--- src/rtl/cg_axi5lite_pkg.sv ---
// Shared types for the cg_axi5lite register file: response codes, FSM states
// and the byte-offset width helper.
package cg_axi5lite_pkg;

  typedef enum logic [1:0] {
    OKAY   = 2'b00,
    EXOKAY = 2'b01,
    SLVERR = 2'b10,
    DECERR = 2'b11
  } resp_t;

  typedef enum logic {
    W_COLLECT = 1'b0,
    W_RESP    = 1'b1
  } wr_state_t;

  typedef enum logic {
    R_IDLE = 1'b0,
    R_DATA = 1'b1
  } rd_state_t;

  // Number of low address bits that select a byte within one register.
  function automatic int byte_off_w(input int data_width);
    return $clog2(data_width / 8);
  endfunction

endpackage

--- src/rtl/cg_axi5lite_wr_capture.sv ---
// Independent AW / W holding registers. Presents the aligned write request
// (held value or same-cycle handshake) and flags when both halves are present.
module cg_axi5lite_wr_capture #(
  parameter int ADDR_WIDTH = 32,
  parameter int DATA_WIDTH = 32
) (
  input  logic                    clk_i,
  input  logic                    rst_i,
  input  logic                    collect_i,
  input  logic                    aw_valid_i,
  input  logic [ADDR_WIDTH-1:0]   aw_addr_i,
  input  logic [2:0]              aw_prot_i,
  output logic                    aw_ready_o,
  input  logic                    w_valid_i,
  input  logic [DATA_WIDTH-1:0]   w_data_i,
  input  logic [DATA_WIDTH/8-1:0] w_strb_i,
  output logic                    w_ready_o,
  output logic                    both_o,
  output logic [ADDR_WIDTH-1:0]   addr_o,
  output logic [2:0]              prot_o,
  output logic [DATA_WIDTH-1:0]   data_o,
  output logic [DATA_WIDTH/8-1:0] strb_o
);

  logic                    aw_held_q, aw_held_d;
  logic [ADDR_WIDTH-1:0]   aw_addr_q, aw_addr_d;
  logic [2:0]              aw_prot_q, aw_prot_d;
  logic                    w_held_q, w_held_d;
  logic [DATA_WIDTH-1:0]   w_data_q, w_data_d;
  logic [DATA_WIDTH/8-1:0] w_strb_q, w_strb_d;
  logic                    aw_hs, w_hs;

  assign aw_ready_o = collect_i && !aw_held_q;
  assign w_ready_o  = collect_i && !w_held_q;
  assign aw_hs      = aw_valid_i && aw_ready_o;
  assign w_hs       = w_valid_i && w_ready_o;
  assign both_o     = collect_i && (aw_held_q || aw_hs) && (w_held_q || w_hs);

  assign addr_o = aw_held_q ? aw_addr_q : aw_addr_i;
  assign prot_o = aw_held_q ? aw_prot_q : aw_prot_i;
  assign data_o = w_held_q  ? w_data_q  : w_data_i;
  assign strb_o = w_held_q  ? w_strb_q  : w_strb_i;

  // A completed pair is consumed on the commit edge, so nothing is held over.
  always_comb begin
    aw_held_d = aw_held_q;
    aw_addr_d = aw_addr_q;
    aw_prot_d = aw_prot_q;
    w_held_d  = w_held_q;
    w_data_d  = w_data_q;
    w_strb_d  = w_strb_q;
    if (both_o) begin
      aw_held_d = 1'b0;
      w_held_d  = 1'b0;
    end else begin
      if (aw_hs) begin
        aw_held_d = 1'b1;
        aw_addr_d = aw_addr_i;
        aw_prot_d = aw_prot_i;
      end
      if (w_hs) begin
        w_held_d = 1'b1;
        w_data_d = w_data_i;
        w_strb_d = w_strb_i;
      end
    end
  end

  always_ff @(posedge clk_i) begin
    if (rst_i) begin
      aw_held_q <= 1'b0;
      aw_addr_q <= '0;
      aw_prot_q <= '0;
      w_held_q  <= 1'b0;
      w_data_q  <= '0;
      w_strb_q  <= '0;
    end else begin
      aw_held_q <= aw_held_d;
      aw_addr_q <= aw_addr_d;
      aw_prot_q <= aw_prot_d;
      w_held_q  <= w_held_d;
      w_data_q  <= w_data_d;
      w_strb_q  <= w_strb_d;
    end
  end

endmodule

--- src/rtl/cg_axi5lite_regfile.sv ---
// AXI5-Lite subordinate register bank with byte strobes and SLVERR on out-of-range
// indices. Define CG_AXI5LITE_REGFILE_PROT_EN to reject unprivileged accesses.
module cg_axi5lite_regfile
  import cg_axi5lite_pkg::*;
#(
  parameter int                    DATA_WIDTH  = 32,
  parameter int                    ADDR_WIDTH  = 32,
  parameter int                    NUM_REGS    = 16,
  parameter logic [DATA_WIDTH-1:0] RESET_VALUE = '0
) (
  input  logic                           ACLK,
  input  logic                           ARESET,
  input  logic                           AWVALID,
  output logic                           AWREADY,
  input  logic [ADDR_WIDTH-1:0]          AWADDR,
  input  logic [2:0]                     AWPROT,
  input  logic                           WVALID,
  output logic                           WREADY,
  input  logic [DATA_WIDTH-1:0]          WDATA,
  input  logic [DATA_WIDTH/8-1:0]        WSTRB,
  output logic                           BVALID,
  input  logic                           BREADY,
  output logic [1:0]                     BRESP,
  input  logic                           ARVALID,
  output logic                           ARREADY,
  input  logic [ADDR_WIDTH-1:0]          ARADDR,
  input  logic [2:0]                     ARPROT,
  output logic                           RVALID,
  input  logic                           RREADY,
  output logic [DATA_WIDTH-1:0]          RDATA,
  output logic [1:0]                     RRESP,
  output logic [NUM_REGS*DATA_WIDTH-1:0] regs_q,
  output logic [NUM_REGS-1:0]            wr_stb
);

  localparam int STRB_W = DATA_WIDTH / 8;
  localparam int OFFS   = byte_off_w(DATA_WIDTH);

  wr_state_t               wr_state_q, wr_state_d;
  rd_state_t               rd_state_q, rd_state_d;
  logic [DATA_WIDTH-1:0]   reg_mem_q [NUM_REGS];
  logic [NUM_REGS-1:0]     wr_stb_q;
  resp_t                   bresp_q, rresp_q;
  logic [DATA_WIDTH-1:0]   rdata_q;

  logic                    wr_collect, wr_both, wr_err, wr_commit, wr_prot_ok;
  logic [ADDR_WIDTH-1:0]   wr_addr, wr_idx;
  logic [2:0]              wr_prot;
  logic [DATA_WIDTH-1:0]   wr_data;
  logic [STRB_W-1:0]       wr_strb;
  logic                    ar_hs, rd_err, rd_prot_ok;
  logic [ADDR_WIDTH-1:0]   rd_idx;
  logic [DATA_WIDTH-1:0]   rd_val;
  logic                    unused_bits;

  function automatic logic [DATA_WIDTH-1:0] merge_bytes(
    input logic [DATA_WIDTH-1:0] old_v,
    input logic [DATA_WIDTH-1:0] new_v,
    input logic [STRB_W-1:0]     strb
  );
    logic [DATA_WIDTH-1:0] r;
    r = old_v;
    for (int b = 0; b < STRB_W; b++) begin
      if (strb[b]) r[8*b +: 8] = new_v[8*b +: 8];
    end
    return r;
  endfunction

  assign wr_collect = (wr_state_q == W_COLLECT) && !ARESET;

  cg_axi5lite_wr_capture #(
    .ADDR_WIDTH (ADDR_WIDTH),
    .DATA_WIDTH (DATA_WIDTH)
  ) u_wr_capture (
    .clk_i      (ACLK),
    .rst_i      (ARESET),
    .collect_i  (wr_collect),
    .aw_valid_i (AWVALID),
    .aw_addr_i  (AWADDR),
    .aw_prot_i  (AWPROT),
    .aw_ready_o (AWREADY),
    .w_valid_i  (WVALID),
    .w_data_i   (WDATA),
    .w_strb_i   (WSTRB),
    .w_ready_o  (WREADY),
    .both_o     (wr_both),
    .addr_o     (wr_addr),
    .prot_o     (wr_prot),
    .data_o     (wr_data),
    .strb_o     (wr_strb)
  );

`ifdef CG_AXI5LITE_REGFILE_PROT_EN
  assign wr_prot_ok = wr_prot[0];
  assign rd_prot_ok = ARPROT[0];
`else
  assign wr_prot_ok = 1'b1;
  assign rd_prot_ok = 1'b1;
`endif

  assign unused_bits = ^{wr_prot, ARPROT};

  assign wr_idx    = wr_addr >> OFFS;
  assign wr_err    = (wr_idx >= ADDR_WIDTH'(NUM_REGS)) || !wr_prot_ok;
  assign wr_commit = wr_both && !wr_err;

  assign rd_idx = ARADDR >> OFFS;
  assign rd_err = (rd_idx >= ADDR_WIDTH'(NUM_REGS)) || !rd_prot_ok;
  assign ar_hs  = ARVALID && ARREADY;

  always_comb begin
    rd_val = '0;
    for (int i = 0; i < NUM_REGS; i++) begin
      if (rd_idx == ADDR_WIDTH'(i)) rd_val = reg_mem_q[i];
    end
  end

  // Write FSM: state register, next state, outputs.
  always_ff @(posedge ACLK) begin
    if (ARESET) wr_state_q <= W_COLLECT;
    else        wr_state_q <= wr_state_d;
  end

  always_comb begin
    wr_state_d = wr_state_q;
    case (wr_state_q)
      W_COLLECT: if (wr_both) wr_state_d = W_RESP;
      W_RESP:    if (BREADY)  wr_state_d = W_COLLECT;
      default:   wr_state_d = W_COLLECT;
    endcase
  end

  always_comb begin
    BVALID = (wr_state_q == W_RESP);
    BRESP  = bresp_q;
  end

  // Read FSM: state register, next state, outputs.
  always_ff @(posedge ACLK) begin
    if (ARESET) rd_state_q <= R_IDLE;
    else        rd_state_q <= rd_state_d;
  end

  always_comb begin
    rd_state_d = rd_state_q;
    case (rd_state_q)
      R_IDLE:  if (ar_hs)  rd_state_d = R_DATA;
      R_DATA:  if (RREADY) rd_state_d = R_IDLE;
      default: rd_state_d = R_IDLE;
    endcase
  end

  always_comb begin
    ARREADY = (rd_state_q == R_IDLE) && !ARESET;
    RVALID  = (rd_state_q == R_DATA);
    RDATA   = rdata_q;
    RRESP   = rresp_q;
  end

  // Read data samples reg_mem_q before this edge's commit lands.
  always_ff @(posedge ACLK) begin
    if (ARESET) begin
      for (int i = 0; i < NUM_REGS; i++) reg_mem_q[i] <= RESET_VALUE;
      wr_stb_q <= '0;
      bresp_q  <= OKAY;
      rresp_q  <= OKAY;
      rdata_q  <= '0;
    end else begin
      wr_stb_q <= '0;
      if (wr_both) bresp_q <= wr_err ? SLVERR : OKAY;
      for (int i = 0; i < NUM_REGS; i++) begin
        if (wr_commit && (wr_idx == ADDR_WIDTH'(i))) begin
          reg_mem_q[i] <= merge_bytes(reg_mem_q[i], wr_data, wr_strb);
          wr_stb_q[i]  <= 1'b1;
        end
      end
      if (ar_hs) begin
        rdata_q <= rd_err ? '0 : rd_val;
        rresp_q <= rd_err ? SLVERR : OKAY;
      end
    end
  end

  assign wr_stb = wr_stb_q;

  for (genvar g = 0; g < NUM_REGS; g++) begin : g_regs_out
    assign regs_q[g*DATA_WIDTH +: DATA_WIDTH] = reg_mem_q[g];
  end

endmodule

--- config.mk ---
export PLATFORM = sky130hd
export DESIGN_NAME = cg_axi5lite_regfile
export DESIGN_NICKNAME = d
export VERILOG_FILES = /design/src/rtl/cg_axi5lite_pkg.sv /design/src/rtl/cg_axi5lite_wr_capture.sv /design/src/rtl/cg_axi5lite_regfile.sv
export SDC_FILE = /design/constraint.sdc
export NUM_CORES = 1
export LEC_CHECK = 0
export CORE_UTILIZATION = 35
export DETAILED_ROUTE_END_ITERATION = 8
export GPL_TIMING_DRIVEN = 0
export REMOVE_ABC_BUFFERS = 1
export SYNTH_ARGS = -nofsm -noshare
export SYNTH_HDL_FRONTEND = slang
export SYNTH_SLANG_ARGS = --single-unit
--- constraint.sdc ---
create_clock -name ACLK -period 7.9 [get_ports ACLK]
set_clock_uncertainty 0.1 [all_clocks]
set_input_delay 1.185 -clock ACLK [delete_from_list [all_inputs] [get_ports ACLK]]
set_output_delay 1.185 -clock ACLK [all_outputs]
set_load 0.02 [all_outputs]
# Word-level counts from Yosys, hierarchy flattened
# Memory sizes are Yosys's and may differ from the RTL's.
# Cells that the tools add are included.
# op_classes
n_mux,286
bitwise_logic,19
eq_ne,30
magnitude_cmp,2
reduce_logical,37
# op_table
cell,n
$mux 8,192
$mux 32,35
$eq 30x4->1 const B,16
$eq 30x3->1 const B,8
$eq 30x2->1 const B,4
$logic_not 32->1,2
$eq 30x1->1 const B,2
$ge 30x5->1 const B,2
$mux 1,54
$logic_and 1x1->1,26
$or 1x1->1,16
$logic_not 1->1,4
$mux 2,2
$mux 4,1
$pmux 1 s2,2
$reduce_and 2->1,2
$not 1->1,3
$logic_or 1x1->1,2
$reduce_or 2->1,1
# totals
register_bits,124
inputBits,113
mem_bits_rw,512
memories,1
# mem_list
name,depth,word_bits,rd,rd_ports_with_merged_regs,write_ports,line_no,rtl
reg_mem_q,16,32,16,0,16,cg_axi5lite_regfile.sv:41,logic [DATA_WIDTH-1:0] reg_mem_q [NUM_REGS];

# Logic depth before layout (Yosys ltp)
# logic_depth
ltp_word,18
ltp_mapped,11
mapped_depth_nobuf,8

# By module
# A second synthesis with hierarchy kept.
# hier_totals
hier_cells,2327
hier_area_um2,29095.4
# by_module_without_submodules
mod,area_each_um2,cells_each,n_inst
cg_axi5lite_regfile,24885.1,1927,1
cg_axi5lite_wr_capture,4210.3,400,1

# Least setup slack after synthesis
# OpenSTA, ideal clock, no wires.
# synth_path
kind,input port to output port
from,input port ARESET
to,output port AWREADY
t_arrival_ns,2.304
path_stages,4
path_slack_ns,4.311
cell_sequence,clkbuf_1 clkbuf_1 clkbuf_1 nor3_1
# synth_via
elab_chain_len,3
# synth_rtl
item,line_no,rtl
from (decl),cg_axi5lite_regfile.sv:12,"input logic ARESET,"
$logic_not 1->1,cg_axi5lite_regfile.sv:69,assign wr_collect = (wr_state_q == W_COLLECT) && !ARESET;
$logic_and 1x1->1,cg_axi5lite_regfile.sv:69,
$logic_and 1x1->1,cg_axi5lite_wr_capture.sv:33,assign aw_ready_o = collect_i && !aw_held_q;
to (decl),cg_axi5lite_regfile.sv:14,"output logic AWREADY,"
# Every way passes these cells.

# Worst setup path in the final report
# layout_path
from,input port ARADDR[5]
to,register rdata_q[29] (netlist: RDATA[29])
# layout_via
elab_chain_len,18
# layout_rtl
item,line_no,rtl
from (decl),cg_axi5lite_regfile.sv:26,"input logic [ADDR_WIDTH-1:0] ARADDR,"
$logic_not 32->1,cg_axi5lite_regfile.sv:114,if (rd_idx == ADDR_WIDTH'(i)) rd_val = reg_mem_q[i];
$mux 32 (16 in series),cg_axi5lite_regfile.sv:114,
$mux 32 *,cg_axi5lite_regfile.sv:178,rdata_q <= rd_err ? '0 : rd_val;
to (signal assigned),cg_axi5lite_regfile.sv:178,
to (decl),cg_axi5lite_regfile.sv:44,logic [DATA_WIDTH-1:0] rdata_q;
# Mark *: on every way between the ends. The rest lies on a longest branch, timed or not.
# A chain may end at the register's enable or synchronous reset.

==> metrics.txt <==
max_cap viols 1; Crit. Startpoint ARADDR[5]; worst path cell trace clkdlybuf4s50_1 -> nand2_1 -> nor3_4 -> nand2_1 -> o2111ai_1 -> o221ai_1 -> a221oi_2; first-pass GRT wire length 174 mm; placed inst area around 0.035 mm2; setup slack on the worst flop-to-flop path ~3300 ps; Yosys reg bits 632; Seq/Total Area, Yosys 66.0%; synth unique cells 74; critical path type in2reg; Post-synth top cells edfxtp_1, nor2_1, nand2_1, a21oi_1, clkbuf_1; Max Slew Vio Count 17; CTS tree built; GRT Util Overall a little under a third; placed cells ~3800; r2r endpoint reg_mem_q[1][201]; Worst Path Max Fanout 26; met1 Track Usage GR about two fifths; Longest Clk Path Bufs 3; reg-to-reg startpoint u_wr_capture.aw_held_q; hold depth 2; CP top delay family simple AND/OR/NAND/NOR gates; Clock transition at path regs roughly 60 ps; Yosys warnings 0; Tot Pwr 0.00841 W; worst-skew pair later-pin latency 610 ps; Least-Margin Pin Slew 1510 ps; post-synth top area cell edfxtp_1; largest net degree at the start of global routing just over 80; Iteration-0 DRC Markers ~2700; status finished with violations; CTS H-tree lvls 3; CTS root buffer clkbuf_16; share of the synthesized area in the top cell type 57.0%; cts repair resizes 0; # Post-CTS Setup Buffers 0; Initial Util between 30% and 40%; Hold Path Class reg2reg; number of global-route vias before repair roughly 22000; CTS sink cnt 632; Congestion Overflow GR 0; crit end category flop; final cell count without fillers 3976; setup violators final 0; Post-synth EDFFs 512; Leak 12.6 nW; IO Port Bufs 669; Critical Path Stages 7; VDD IR max 120 uV; worst setup path end RDATA[29]; Die X about 280 um; Final period util 73.8%; slowest cell delay on critical path ~1300 ps; GR Util met3 6.80%; Area Growth Syn to Fin 38.0%; CTS Hold Buffers Added 0; Die Ht 280 um; final instance area 0.0372 mm2; GPL Wtd Cong 0.967; share of cells above drive strength 1 7.98%; Synth area leaders edfxtp_1, dfxtp_1, nor2_1, nand2_1, mux2i_1; area of the core 0.0761 mm2; Final Hold Viols 0; post-DP HPWL 96.5 mm; via-per-instance ratio 5.78; Total Wirelength 128 mm; ys flop type edfxtp_1; GRT busiest layer met2; DR pass1 iterations 6; met2 usage 52.4%; initial antenna violation count 5; # IOs 682; DR WL/cell 32.2 um; Achievable Freq 0.172 GHz; FF-to-FF path depth 7; critical path data required time 8330 ps; fill count just under 7000; ys async rst share 0%; site row count 101; hold path startpoint u_wr_capture.w_data_q[17]; WP buf/inv 1; die area between 0.07 and 0.08 mm2; Critical Path AT 6260 ps; CP Launch Type input port; TritonCTS Buffers a little under 70; top-count cell post-synth edfxtp_1; most used cell, CP nand2_1; Final ANT Viol Nets 0; RSZ-0062 raised after global routing no; fin crit period 5830 ps; DR DRC count 0; PD cells 226 mW/mm2; Slew HR -0.367%; Syn Area/Cell 11.7 um2; Mapped Area 0.0270 mm2; # nets final 3002; routed via count approximately 23000; failing checks capacitance limit, slew limit; CP max-delay cell clkdlybuf4s50_1; Syn Inst Count roughly 2300
## kinds of logic (layout without fill, tap and decap cells)
kind of cell    Yosys count  after routing  share of synthesized area (%)
simple gates            878            878                           14.3
buf+inv                 216            855                           3.37
compound gates          470            470                           11.4
mux                     108            108                           4.93
flops                   632            632                           66.0
other cells               1              3                         0.0139
## cell usage in the layout (no fill, tap or decap), types with 8 or more instances in the layout
cell / count
clkdlybuf4s50_1: 665
nor4_1: 18
nor3_1: 30
inv_1: 18
o221ai_1: 18
nand3_1: 13
o21ai_0: 76
clkbuf_16: 73
mux2i_2: 8
a21oi_1: 142
o21ai_1: 21
o211ai_1: 12
o22ai_1: 14
a22o_1: 9
a31oi_1: 22
mux2_2: 8
dfxtp_1: 119
mux2i_1: 73
a211oi_1: 12
a221oi_1: 31
nand2_1: 221
clkinv_1: 10
edfxtp_1: 512
nand4_1: 16
nor2_1: 492
bufinv_16: 8
a22oi_1: 40
clkbuf_1: 21
a221o_1: 12
or2_2: 9
buf_8: 12
mux4_2: 19
buf_6: 11
## worst reg2reg max path, delay by kind of cell, from the launching register on
family	cells	cell delay [ps]
and+or+nand+nor	6	2720
AOI/OAI and AO/OA	1	530
DFF	1	900
## layout make-up
class	instances	area (um2)	share of cell area (%)
flip-flops and latches	632	17800	47.8
repair buffers	708	7310	19.7
clock buffers	100	1990	5.35
clock inverters	27	358	0.962
well taps	1030	1290	3.47
multi-input cells	1458	8390	22.6
diodes	1	2.50	0.00673
inverters	20	75.1	0.202
## worst min-delay path by stage
stage,endpoint,slack (ps)
global route,u_wr_capture.aw_addr_q[29],370
global placement,u_wr_capture.aw_addr_q[17],340
floorplan,u_wr_capture.aw_addr_q[17],330
detailed placement,u_wr_capture.w_data_q[16],350
CTS,u_wr_capture.w_data_q[16],350
finish,u_wr_capture.w_data_q[17],360
## power by group
part	internal (W)	switching [W]
sequential	0.00379	0.000143
combinational	0.000397	0.000689
clock	0.00202	0.00137
total	0.00621	0.00221
## per-stage QoR
step / TNS [ps] / utilization, % / setup WS, ps / hold slack, ps
6_report: 0 / 48.9 / 2070 / 357
5_1_grt: 0 / 48.9 / 2080 / 368
4_1_cts: 0 / 48.8 / 1660 / 354
3_5_place_dp: 0 / 45.8 / 1020 / 347
3_3_place_gp: -1724260 / 44.8 / -7340 / 338
2_1_floorplan: 0 / - / 3280 / 325
## sequential cells by signal, summed over array words and instances, names as in the netlist
name and flops:
u_wr_capture.aw_held_q 1, BVALID 1, wr_stb 16, RVALID 1
RDATA 32, u_wr_capture.aw_addr_q 30, u_wr_capture.w_strb_q 4, reg_mem_q 512
u_wr_capture.w_held_q 1, u_wr_capture.w_data_q 32, BRESP 1, RRESP 1
## metal layers
metal  vias to the layer above  share of wire (%)
met1                     11600                 39
met3                       224                9.9
met4                         0                4.0
met5                         -                  0
met2                      1549                 47
li1                       9631                  -
No activity file was read; power rests on OpenSTA's default activity.
==> RTL change: new RTL, same flow settings <==
The option `CG_AXI5LITE_REGFILE_PROT_EN` is turned on by a define.
--- a/src/rtl/cg_axi5lite_regfile.sv
+++ b/src/rtl/cg_axi5lite_regfile.sv
@@ -1,4 +1,6 @@
 // AXI5-Lite subordinate register bank with byte strobes and SLVERR on out-of-range
 // indices. Define CG_AXI5LITE_REGFILE_PROT_EN to reject unprivileged accesses.
+`define CG_AXI5LITE_REGFILE_PROT_EN
+
 module cg_axi5lite_regfile
   import cg_axi5lite_pkg::*;
Check against the original RTL: not settled (the Yosys comparison gave no result); the edit may change what the design does.
==> RTL change against the unedited design <==
  * Wire length shrank 3.1%
  * Final area shrank 0.74%
  * Power hardly changed
  * Via count down 0.32%
  * Hold slack got worse by 5.4 ps
  * Setup slack better by 230 ps
  * Final cell count increased by 0.10%
  * Non-clock buffer count fell by 10
  * Sequential cell count rose by 1
  * Combinational power up 6%
  * Synthesized area barely moved
  * Count of clock-buffer cells in the layout increased by 1
  * Largest power group unchanged
  * Highest routed layer is now met5
==> RTL change: results (changes against the unedited design) <==
<table>
<tr><th>Metric</th><th>Value</th></tr>
<tr><th colspan="2">Run status</th></tr>
<tr><td>Result of the run</td><td>finished, final reports clean</td></tr>
<tr><th colspan="2">GRT</th></tr>
<tr><td>Number of antenna violations at the first check in global routing</td><td>1 (-4)</td></tr>
<tr><td>GRT Resource Usage Total</td><td>0.307 (-0.0110)</td></tr>
<tr><td>Pin count of the biggest net entering global routing</td><td>87 (+6.1%)</td></tr>
<tr><td>Global-route wire length before repair</td><td>169000 um (-2.4%)</td></tr>
<tr><td>Number of global-route vias before repair</td><td>21.7k (-2.3%)</td></tr>
<tr><td>Global routing met3 resource utilization</td><td>0.0942 (+0.0262)</td></tr>
<tr><td>Met2 Use GR</td><td>0.498 (-0.0264)</td></tr>
<tr><th colspan="2">Critical path</th></tr>
<tr><td>Delay of the slowest cell on the worst path</td><td>1070 ps (-260 ps)</td></tr>
<tr><td>Library cell contributing the largest single delay on the critical path</td><td>sky130_fd_sc_hd__nand2_1</td></tr>
<tr><td>R2R setup slack</td><td>2930 ps (-350 ps)</td></tr>
<tr><td>Worst r2r dst</td><td>reg_mem_q[0][228]</td></tr>
<tr><th colspan="2">Route</th></tr>
<tr><td>Post-detailed-route wirelength per cell</td><td>31.2 um (-3.2%)</td></tr>
<tr><td>Met1 Routed Length</td><td>47200 um (-5.0%)</td></tr>
<tr><td>Routed met2 length</td><td>58600 um (-3.3%)</td></tr>
<tr><td>Uppermost signal routing layer after detailed routing</td><td>met5</td></tr>
<tr><th colspan="2">Synthesis</th></tr>
<tr><td>Count of distinct cell types in the synthesized netlist</td><td>72 (-2.7%)</td></tr>
<tr><td>Most numerous cell types in the synthesized netlist</td><td>518 x sky130_fd_sc_hd__nor2_1, 512 x sky130_fd_sc_hd__edfxtp_1, 215 x sky130_fd_sc_hd__nand2_1</td></tr>
<tr><th colspan="2">Place</th></tr>
<tr><td>Placed instance area</td><td>0.0346 mm^2 (-0.60%)</td></tr>
<tr><td>GP Congestion</td><td>0.936 (-3.2%)</td></tr>
<tr><td>HPWL after detailed placement</td><td>92300 um (-4.3%)</td></tr>
<tr><th colspan="2">Power and ir drop</th></tr>
<tr><td>Leakage power figure</td><td>12.6 nW (+0.61%)</td></tr>
<tr><th colspan="2">Worst hold path</th></tr>
<tr><td>Startpoint of the tightest hold check path</td><td>RDATA[31]</td></tr>
<tr><td>Worst min-delay path endpoint</td><td>RDATA[31]</td></tr>
<tr><th colspan="2">Cells and area</th></tr>
<tr><td>Layout net count</td><td>3008 (+0.20%)</td></tr>
</table>
==> RTL change: changes by cell type in the layout (fill, tap and decap cells not counted), sizes merged, moves of 9 or more <==
cell	before	now
nor2	498	520
a22oi	40	28
mux2	8	22
a221o	12	3
o22ai	14	31
mux2i	81	64
nor2b	11	24
inv	21	36
buf	43	32
nand4	16	7
nor3	36	24
==> RTL change: final cells by class <==
class                      instances  area (um^2)
clock inverter                    26          285
sequential                       633        17800
timing repair buffer             698         7150
tap                             1030         1290
fill                            6769        39200
inverter                          32          120
multi-input combinational       1460         8270
clock buffer                     101         2000
==> RTL change: through the flow <==
step | util | instances | setup slack, ps | hold slack [ps] | setup TNS [ps]
2_1_floorplan | - | 2125 | 3650 | 325 | 0
3_5_place_dp | 0.455 | 3851 | 1810 | 340 | 0
4_1_cts | 0.485 | 3978 | 2430 | 348 | 0
6_report | 0.485 | 3980 | 2300 | 352 | 0
3_3_place_gp | 0.448 | 3826 | -9160 | 340 | -1954330
5_1_grt | 0.485 | 3980 | 2300 | 371 | 0
==> RTL change: kinds of logic after synthesis <==
family | Yosys count | share of synthesized area
buf+inv | 232 | 0.0363
mux | 106 | 0.0497
simple gates | 883 | 0.141
compound gates | 469 | 0.112
other cells | 1 | 0.000139
flops | 633 | 0.661
==> RTL change: power groups by stage <==
| stage | registers (mW) | clock network (mW) | logic (mW) |
|---|---|---|---|
| 2_1_floorplan | 4.13 | 0 | 0.279 |
| 3_3_place_gp | 3.99 | 0 | 1.12 |
| 3_5_place_dp | 3.99 | 0 | 1.13 |
| 4_1_cts | 3.92 | 3.35 | 1.14 |
| 5_1_grt | 3.94 | 3.48 | 1.19 |
| 6_report | 3.93 | 3.33 | 1.15 |
